`src/rtl/instr_pkg.sv`:
```
// Shared types and constants for the RV32I instruction encoder.
package instr_pkg;

  typedef enum logic [1:0] {
    IMM_I = 2'b00,
    IMM_B = 2'b01,
    IMM_S = 2'b10,
    IMM_U = 2'b11
  } imm_src_t;

  localparam logic [6:0] OP_IMM    = 7'b0010011;
  localparam logic [6:0] OP_BRANCH = 7'b1100011;
  localparam logic [6:0] OP_STORE  = 7'b0100011;
  localparam logic [6:0] OP_LUI    = 7'b0110111;

  typedef enum logic [1:0] {
    ST_IDLE  = 2'b00,
    ST_RUN   = 2'b01,
    ST_DRAIN = 2'b10
  } enc_state_t;

  // True when v survives truncation to a 'bits'-wide signed field.
  function automatic logic fits_signed(input logic [31:0] v, input int unsigned bits);
    logic [31:0] hi;
    hi = 32'($signed(v) >>> (bits - 1));
    return (hi == '0) || (hi == '1);
  endfunction

endpackage

```
`src/rtl/instr_encoder_if.sv`:
```
// Harness-side stream and memory load port of the instruction encoder.
interface instr_encoder_if #(
  parameter int ADDR_WIDTH = 32
);
  logic                   start;
  logic [ADDR_WIDTH-1:0]  base_addr;
  logic                   in_valid;
  logic                   in_ready;
  logic                   in_last;
  instr_pkg::imm_src_t    imm_src;
  logic [6:0]             opcode;
  logic [2:0]             funct3;
  logic [4:0]             rd;
  logic [4:0]             rs1;
  logic [4:0]             rs2;
  logic [31:0]            imm;
  logic                   wr_en;
  logic                   wr_ready;
  logic [ADDR_WIDTH-1:0]  wr_addr;
  logic [31:0]            wr_data;
  logic                   busy;
  logic                   done;
  logic [7:0]             err_count;

  modport master (
    output start, base_addr, in_valid, in_last, imm_src, opcode, funct3, rd, rs1, rs2, imm,
           wr_ready,
    input  in_ready, wr_en, wr_addr, wr_data, busy, done, err_count
  );

  modport slave (
    input  start, base_addr, in_valid, in_last, imm_src, opcode, funct3, rd, rs1, rs2, imm,
           wr_ready,
    output in_ready, wr_en, wr_addr, wr_data, busy, done, err_count
  );
endinterface

```
`src/rtl/imm_pack.sv`:
```
// Packs decoded fields back into an RV32I word; range_ok_o is only computed
// when IMM_RANGE_CHECK_EN is defined, otherwise every immediate is accepted.
module imm_pack
  import instr_pkg::*;
(
  input  imm_src_t    imm_src_i,
  input  logic [6:0]  opcode_i,
  input  logic [2:0]  funct3_i,
  input  logic [4:0]  rd_i,
  input  logic [4:0]  rs1_i,
  input  logic [4:0]  rs2_i,
  input  logic [31:0] imm_i,
  output logic [31:0] word_o,
  output logic        range_ok_o
);

  always_comb begin
    word_o = '0;
    case (imm_src_i)
      IMM_I:   word_o = {imm_i[11:0], rs1_i, funct3_i, rd_i, opcode_i};
      IMM_S:   word_o = {imm_i[11:5], rs2_i, rs1_i, funct3_i, imm_i[4:0], opcode_i};
      IMM_B:   word_o = {imm_i[12], imm_i[10:5], rs2_i, rs1_i, funct3_i,
                         imm_i[4:1], imm_i[11], opcode_i};
      IMM_U:   word_o = {imm_i[31:12], rd_i, opcode_i};
      default: word_o = '0;
    endcase
  end

`ifdef IMM_RANGE_CHECK_EN
  always_comb begin
    range_ok_o = 1'b1;
    case (imm_src_i)
      IMM_I, IMM_S: range_ok_o = fits_signed(imm_i, 12);
      IMM_B:        range_ok_o = fits_signed(imm_i, 13) && !imm_i[0];
      IMM_U:        range_ok_o = (imm_i[11:0] == 12'h000);
      default:      range_ok_o = 1'b1;
    endcase
  end
`else
  assign range_ok_o = 1'b1;
`endif

endmodule

```
`src/rtl/instr_encoder.sv`:
```
// Streams decoded instructions into consecutive instruction-memory words.
// IMM_RANGE_CHECK_EN enables rejection of unencodable immediates and err_count.
//
// state    | meaning
// ST_IDLE  | waiting for start; in_ready low
// ST_RUN   | accepting instructions, one-slot output register
// ST_DRAIN | last accepted; waiting for the output slot to empty
module instr_encoder
  import instr_pkg::*;
#(
  parameter int ADDR_WIDTH = 32,
  parameter int DATA_WIDTH = 32
) (
  input logic            clk,
  input logic            rst_n,
  instr_encoder_if.slave bus
);

  enc_state_t            state_q;
  logic                  wr_en_q;
  logic                  done_q;
  logic [ADDR_WIDTH-1:0] wr_addr_q;
  logic [DATA_WIDTH-1:0] wr_data_q;

  logic [31:0] word;
  logic        range_ok;
  logic        in_ready;
  logic        accept;
  logic        wr_fire;

  imm_pack u_imm_pack (
    .imm_src_i  (bus.imm_src),
    .opcode_i   (bus.opcode),
    .funct3_i   (bus.funct3),
    .rd_i       (bus.rd),
    .rs1_i      (bus.rs1),
    .rs2_i      (bus.rs2),
    .imm_i      (bus.imm),
    .word_o     (word),
    .range_ok_o (range_ok)
  );

  assign in_ready = (state_q == ST_RUN) && (!wr_en_q || bus.wr_ready);
  assign accept   = bus.in_valid && in_ready;
  assign wr_fire  = wr_en_q && bus.wr_ready;

  // wr_addr_q always names the next word to be written, so a word accepted
  // on the same edge a write completes lands on the advanced address.
  always_ff @(posedge clk or negedge rst_n) begin
    if (!rst_n) begin
      state_q   <= ST_IDLE;
      wr_en_q   <= 1'b0;
      done_q    <= 1'b0;
      wr_addr_q <= '0;
      wr_data_q <= '0;
    end else begin
      done_q <= 1'b0;
      if (wr_fire) begin
        wr_en_q   <= 1'b0;
        wr_addr_q <= wr_addr_q + ADDR_WIDTH'(4);
      end
      case (state_q)
        ST_IDLE: begin
          if (bus.start) begin
            state_q   <= ST_RUN;
            wr_addr_q <= bus.base_addr;
          end
        end
        ST_RUN: begin
          if (accept) begin
            if (range_ok) begin
              wr_en_q   <= 1'b1;
              wr_data_q <= word;
            end
            if (bus.in_last) state_q <= ST_DRAIN;
          end
        end
        ST_DRAIN: begin
          if (!wr_en_q) begin
            state_q <= ST_IDLE;
            done_q  <= 1'b1;
          end
        end
        default: state_q <= ST_IDLE;
      endcase
    end
  end

`ifdef IMM_RANGE_CHECK_EN
  logic [7:0] err_q;

  always_ff @(posedge clk or negedge rst_n) begin
    if (!rst_n) begin
      err_q <= '0;
    end else if (state_q == ST_IDLE && bus.start) begin
      err_q <= '0;
    end else if (accept && !range_ok && err_q != 8'hFF) begin
      err_q <= err_q + 8'd1;
    end
  end

  assign bus.err_count = err_q;
`else
  assign bus.err_count = '0;
`endif

  assign bus.in_ready = in_ready;
  assign bus.wr_en    = wr_en_q;
  assign bus.wr_addr  = wr_addr_q;
  assign bus.wr_data  = wr_data_q;
  assign bus.busy     = (state_q != ST_IDLE);
  assign bus.done     = done_q;

endmodule

```
`src/flat_wrapper.sv`:
```
// flat-port wrapper written by rule: the top's interface ports become plain ports
module instr_encoder_flat import instr_pkg::*;
#(
  parameter int ADDR_WIDTH = 32,
  parameter int DATA_WIDTH = 32
)
  (clk, rst_n, bus_start, bus_base_addr, bus_in_valid, bus_in_last, bus_imm_src, bus_opcode, bus_funct3, bus_rd, bus_rs1, bus_rs2, bus_imm, bus_wr_ready, bus_in_ready, bus_wr_en, bus_wr_addr, bus_wr_data, bus_busy, bus_done, bus_err_count);
  instr_encoder_if #(.ADDR_WIDTH(ADDR_WIDTH)) bus_i ();
  input logic clk;
  input logic rst_n;
  input wire logic [$bits(bus_i.start)-1:0] bus_start;
  input wire logic [$bits(bus_i.base_addr)-1:0] bus_base_addr;
  input wire logic [$bits(bus_i.in_valid)-1:0] bus_in_valid;
  input wire logic [$bits(bus_i.in_last)-1:0] bus_in_last;
  input wire logic [$bits(bus_i.imm_src)-1:0] bus_imm_src;
  input wire logic [$bits(bus_i.opcode)-1:0] bus_opcode;
  input wire logic [$bits(bus_i.funct3)-1:0] bus_funct3;
  input wire logic [$bits(bus_i.rd)-1:0] bus_rd;
  input wire logic [$bits(bus_i.rs1)-1:0] bus_rs1;
  input wire logic [$bits(bus_i.rs2)-1:0] bus_rs2;
  input wire logic [$bits(bus_i.imm)-1:0] bus_imm;
  input wire logic [$bits(bus_i.wr_ready)-1:0] bus_wr_ready;
  output wire logic [$bits(bus_i.in_ready)-1:0] bus_in_ready;
  output wire logic [$bits(bus_i.wr_en)-1:0] bus_wr_en;
  output wire logic [$bits(bus_i.wr_addr)-1:0] bus_wr_addr;
  output wire logic [$bits(bus_i.wr_data)-1:0] bus_wr_data;
  output wire logic [$bits(bus_i.busy)-1:0] bus_busy;
  output wire logic [$bits(bus_i.done)-1:0] bus_done;
  output wire logic [$bits(bus_i.err_count)-1:0] bus_err_count;
  assign bus_i.start = bus_start;
  assign bus_i.base_addr = bus_base_addr;
  assign bus_i.in_valid = bus_in_valid;
  assign bus_i.in_last = bus_in_last;
  assign bus_i.imm_src = bus_imm_src;
  assign bus_i.opcode = bus_opcode;
  assign bus_i.funct3 = bus_funct3;
  assign bus_i.rd = bus_rd;
  assign bus_i.rs1 = bus_rs1;
  assign bus_i.rs2 = bus_rs2;
  assign bus_i.imm = bus_imm;
  assign bus_i.wr_ready = bus_wr_ready;
  assign bus_in_ready = bus_i.in_ready;
  assign bus_wr_en = bus_i.wr_en;
  assign bus_wr_addr = bus_i.wr_addr;
  assign bus_wr_data = bus_i.wr_data;
  assign bus_busy = bus_i.busy;
  assign bus_done = bus_i.done;
  assign bus_err_count = bus_i.err_count;
  instr_encoder #(.ADDR_WIDTH(ADDR_WIDTH), .DATA_WIDTH(DATA_WIDTH)) u_core (.clk(clk), .rst_n(rst_n), .bus(bus_i));
endmodule
```
`config.mk`:
```
export PLATFORM = sky130hd
export DESIGN_NAME = instr_encoder_flat
export DESIGN_NICKNAME = d
export VERILOG_FILES = /design/src/rtl/instr_pkg.sv /design/src/rtl/instr_encoder_if.sv /design/src/rtl/imm_pack.sv /design/src/rtl/instr_encoder.sv /design/src/flat_wrapper.sv
export SDC_FILE = /design/constraint.sdc
export NUM_CORES = 1
export LEC_CHECK = 0
export CAP_MARGIN = 20
export CORE_ASPECT_RATIO = 1.2
export CORE_MARGIN = 5
export CORE_UTILIZATION = 35
export DETAILED_ROUTE_END_ITERATION = 7
export DONT_BUFFER_PORTS = 1
export PLACE_DENSITY = 0.59
export RECOVER_POWER = 50
export SLEW_MARGIN = 20
export SYNTH_ARGS = -nofsm -noshare
export SYNTH_HDL_FRONTEND = slang
export SYNTH_SLANG_ARGS = --single-unit
```
`constraint.sdc`:
```
create_clock -name clk -period 2.3 [get_ports clk]
set_clock_uncertainty 0.2 [all_clocks]
set_input_delay 0.23 -clock clk [delete_from_list [all_inputs] [get_ports clk]]
set_output_delay 0.23 -clock clk [all_outputs]
set_load 0.005 [all_outputs]
```
==> flow_summary_export.csv <==
group,metric,value,unit
floorplan,pin_count,173,
sta,final-setup-viol-count,0,
power_and_ir_drop,p_seq_frac,0.415,
cts,cts_max_level,3,
global_route,grt_max_degree,69,
critical_path,endpoint_kind,"flop",
logic_synthesis,netlist_instances,379,
logic_synthesis,ys_seq_area_frac,0.491,
power_and_ir_drop,pwr-share-comb,0.341,
power_and_ir_drop,peakVddDrop,0.508,mV
floorplan,num_rows,39,
global_route,antenna_found_initial,0,
power_and_ir_drop,p_int,0.00360,W
worst_hold_path,hold_path_class,"input pin to flop",
detailed_routing,num_vias,3261,
floorplan,die_h,119,µm
power_and_ir_drop,power_density,1160,mW/mm²
cells_and_area,area_growth,43.6,%
power_and_ir_drop,p_sw,0.00219,W
critical_path,startpoint_type,"flop",
floorplan,start_util,0.360,
floorplan,dieArea,0.0120,mm²
critical_path,crit_path_max_fanout,29,
sta,max_clock_freq,0.455,GHz
detailed_routing,dr.pass1.iters,4,
cts,cts_tree,"done",
cts,path_clk_slew,0.05,ns
flow_run,drv_cap,0,
power_and_ir_drop,clockPowerShare,0.244,
logic_synthesis,synth_cell_types,36,
logic_synthesis,syn-cell-area,0.00346,mm²
sta,slew_violations,0,
cts,cts_inserted_buffers,9,
cts,cts_buffer_depth,2,
detailed_routing,wl,11300,µm
sta,post-route-period-util,0.956,
detailed_routing,wl_per_cell,18.5,µm
power_and_ir_drop,leakagePower,2.16,nW
cts,clock_tree.root_cell,"clkbuf_16",
logic_synthesis,synth-seq-cells,68,
critical_path,slowest_delay,0.58,ns
cells_and_area,nets,581,
cts,clkSinkCount,68,
critical_path,critPathArrivalTime,2.26,ns
cts,insertion_delay,0.33,ns
logic_synthesis,yosysWarnings,0,
global_route,grt.total_usage,0.181,
global_route,grt_pass1_wl,17200,µm
floorplan,die_x,101,µm
global_route,grt-ovfl-total,0,
detailed_routing,drt_iter0_drc,125,
critical_path,cpMaxStageDelayCell,"dlygate4sd3_1",
cells_and_area,antenna_cells,0,
detailed_routing,viasPerCell,5.34,
sta,worstMarginPinSlew,0.949,ns
cells_and_area,drive_gt1_frac,0.105,
detailed_routing,post-route-drc-count,0,
global_route,grt_pass1_vias,3347,
sta,rsz0062_at_grt,"false",
logic_synthesis,avgSynthCellArea,9.14,µm²
critical_path,crit_type,"flop to flop",
sta,hold_viol_final,0,
sta,fin_tns_setup,0,ns
detailed_routing,drtAntennaViolNets,0,
place,dpl-instance-area,0.00368,mm²
cells_and_area,fin_area,0.00497,mm²
sta,max_slew_margin,0.367,
critical_path,path_cells,"buf_4 > or2b_4 > nand3_4 > buf_12 > o31ai_2 > dlygate4sd3_1",
place,gp_congestion,0.771,
place,hpwl,7310,µm
power_and_ir_drop,p_sw_frac,0.378,
sta,post-route-min-period,2.20,ns
outcome,status,"complete, no violations",
critical_path,critical_path_required,2.36,ns
place,port_buffers,0,
floorplan,coreArea,0.00961,mm²
## flip-flops by register name, indices dropped and copies added (netlist names)
| signal | count |
|---|---|
| u_core.bus.wr_data | 32 |
| u_core.bus.wr_en | 1 |
| u_core.bus.wr_addr | 32 |
| u_core.bus.done | 1 |
| u_core.state_q | 2 |
## power groups by stage
stage                     combinational (W)  clock (W)  sequential (W)
after floorplan                     0.00112          0         0.00227
after global placement              0.00159          0         0.00240
after detailed placement            0.00165          0         0.00241
after CTS                           0.00189    0.00144         0.00240
after global routing                0.00222    0.00148         0.00249
final                               0.00197    0.00141         0.00240
## cell usage after synthesis (all sizes together)
master | number | area share
a21oi | 13 | 0.019
a22o | 1 | 0.0025
a31oi | 18 | 0.033
and2 | 1 | 0.0018
and3 | 3 | 0.0054
and4 | 3 | 0.0076
buf | 10 | 0.020
clkbuf | 20 | 0.022
conb | 1 | 0.0011
dfrtp | 68 | 0.49
ha | 1 | 0.0036
inv | 4 | 0.0043
mux2 | 2 | 0.0065
mux2i | 20 | 0.058
nand2 | 65 | 0.070
nand3 | 9 | 0.017
nand3b | 3 | 0.0065
nand4 | 8 | 0.014
nor2 | 38 | 0.041
nor2b | 1 | 0.0018
nor3 | 3 | 0.0043
nor3b | 1 | 0.0022
nor4 | 1 | 0.0018
nor4b | 1 | 0.0025
o21ai | 26 | 0.038
o22ai | 5 | 0.0090
o31ai | 18 | 0.039
or2 | 1 | 0.0018
or2b | 1 | 0.0022
or3 | 6 | 0.011
or4 | 15 | 0.033
xnor2 | 9 | 0.023
xor2 | 3 | 0.0076
## per-stage QoR
step	setup slack (ns)	power, W	cells	hold WS [ns]	util
2_1_floorplan	0.116	0.00339	386	-0.266	-
3_3_place_gp	0.103	0.00399	500	-0.264	0.383
4_1_cts	0.00352	0.00573	609	0.00276	0.513
6_report	0.102	0.00579	611	0.00783	0.518
5_1_grt	0.0166	0.00620	611	0.0556	0.518
3_5_place_dp	0.0185	0.00406	500	-0.264	0.383
## routing by layer
| metal | vias up | GRT usage | wire length (µm) |
|---|---|---|---|
| li1 | 1543 | - | - |
| met1 | 1556 | 0.189 | 4000 |
| met2 | 147 | 0.323 | 5900 |
| met3 | 15 | 0.0702 | 1210 |
| met4 | 0 | 0.0691 | 186 |
| met5 | - | 0 | 0 |
## kinds of logic after synthesis
logic type	synth area share
buffers and inverters	0.0459
adders and majority gates	0.00361
DFF	0.491
muxes	0.0643
AOI/OAI and AO/OA	0.139
other	0.00108
xor gates and xnor gates	0.0303
and+or+nand+nor	0.224
## repair_timing
action | CTS | global route
setup buffers | 0 | 1
endpoints found under the setup margin | 0 | 15
hold buffers | 93 | 0
gates resized for setup | 0 | 7
hold endpoints to repair | 135 | 0
## final timing paths
path                              startpoint                endpoint  slack, ns  depth (start not counted)
setup / recovery            u_core.bus.wr_en  u_core.bus.wr_data[23]       0.10                          6
hold / removal                 bus_funct3[1]  u_core.bus.wr_data[13]      0.008                          2
setup reg to reg            u_core.bus.wr_en  u_core.bus.wr_data[23]       0.10                          6
hold reg to reg            u_core.state_q[0]         u_core.bus.done       0.29                          1
max in group asynchronous              rst_n  u_core.bus.wr_data[14]       0.85                          2
min in group asynchronous              rst_n  u_core.bus.wr_addr[22]       0.45                          2
## critical path: cells and delay by family (launching register included)
family,cells,cell delay (ns)
simple gates,2,0.33
compound gates,1,0.24
flops,1,0.40
buf+inv,3,0.94
## layout by cell type (no fill, tap or decap), drive strengths merged, types with 15 or more instances in the layout
cell | netlist | routed
o21ai | 26 | 26
nand2 | 65 | 65
buf | 10 | 22
o31ai | 18 | 18
nor2 | 38 | 38
dlygate4sd3 | 0 | 92
or4 | 15 | 15
a31oi | 18 | 18
dfrtp | 68 | 68
mux2i | 20 | 20
## layout make-up
type	instances	area, µm²
multi-input cells	284	1670
clock buffers	11	253
inverters	4	15.0
fillers	854	4640
clock inverters	5	50.0
well taps	123	154
repair buffers	116	1130
flip-flops and latches	68	1700
Note: power is estimated with default switching activity, not from simulation.
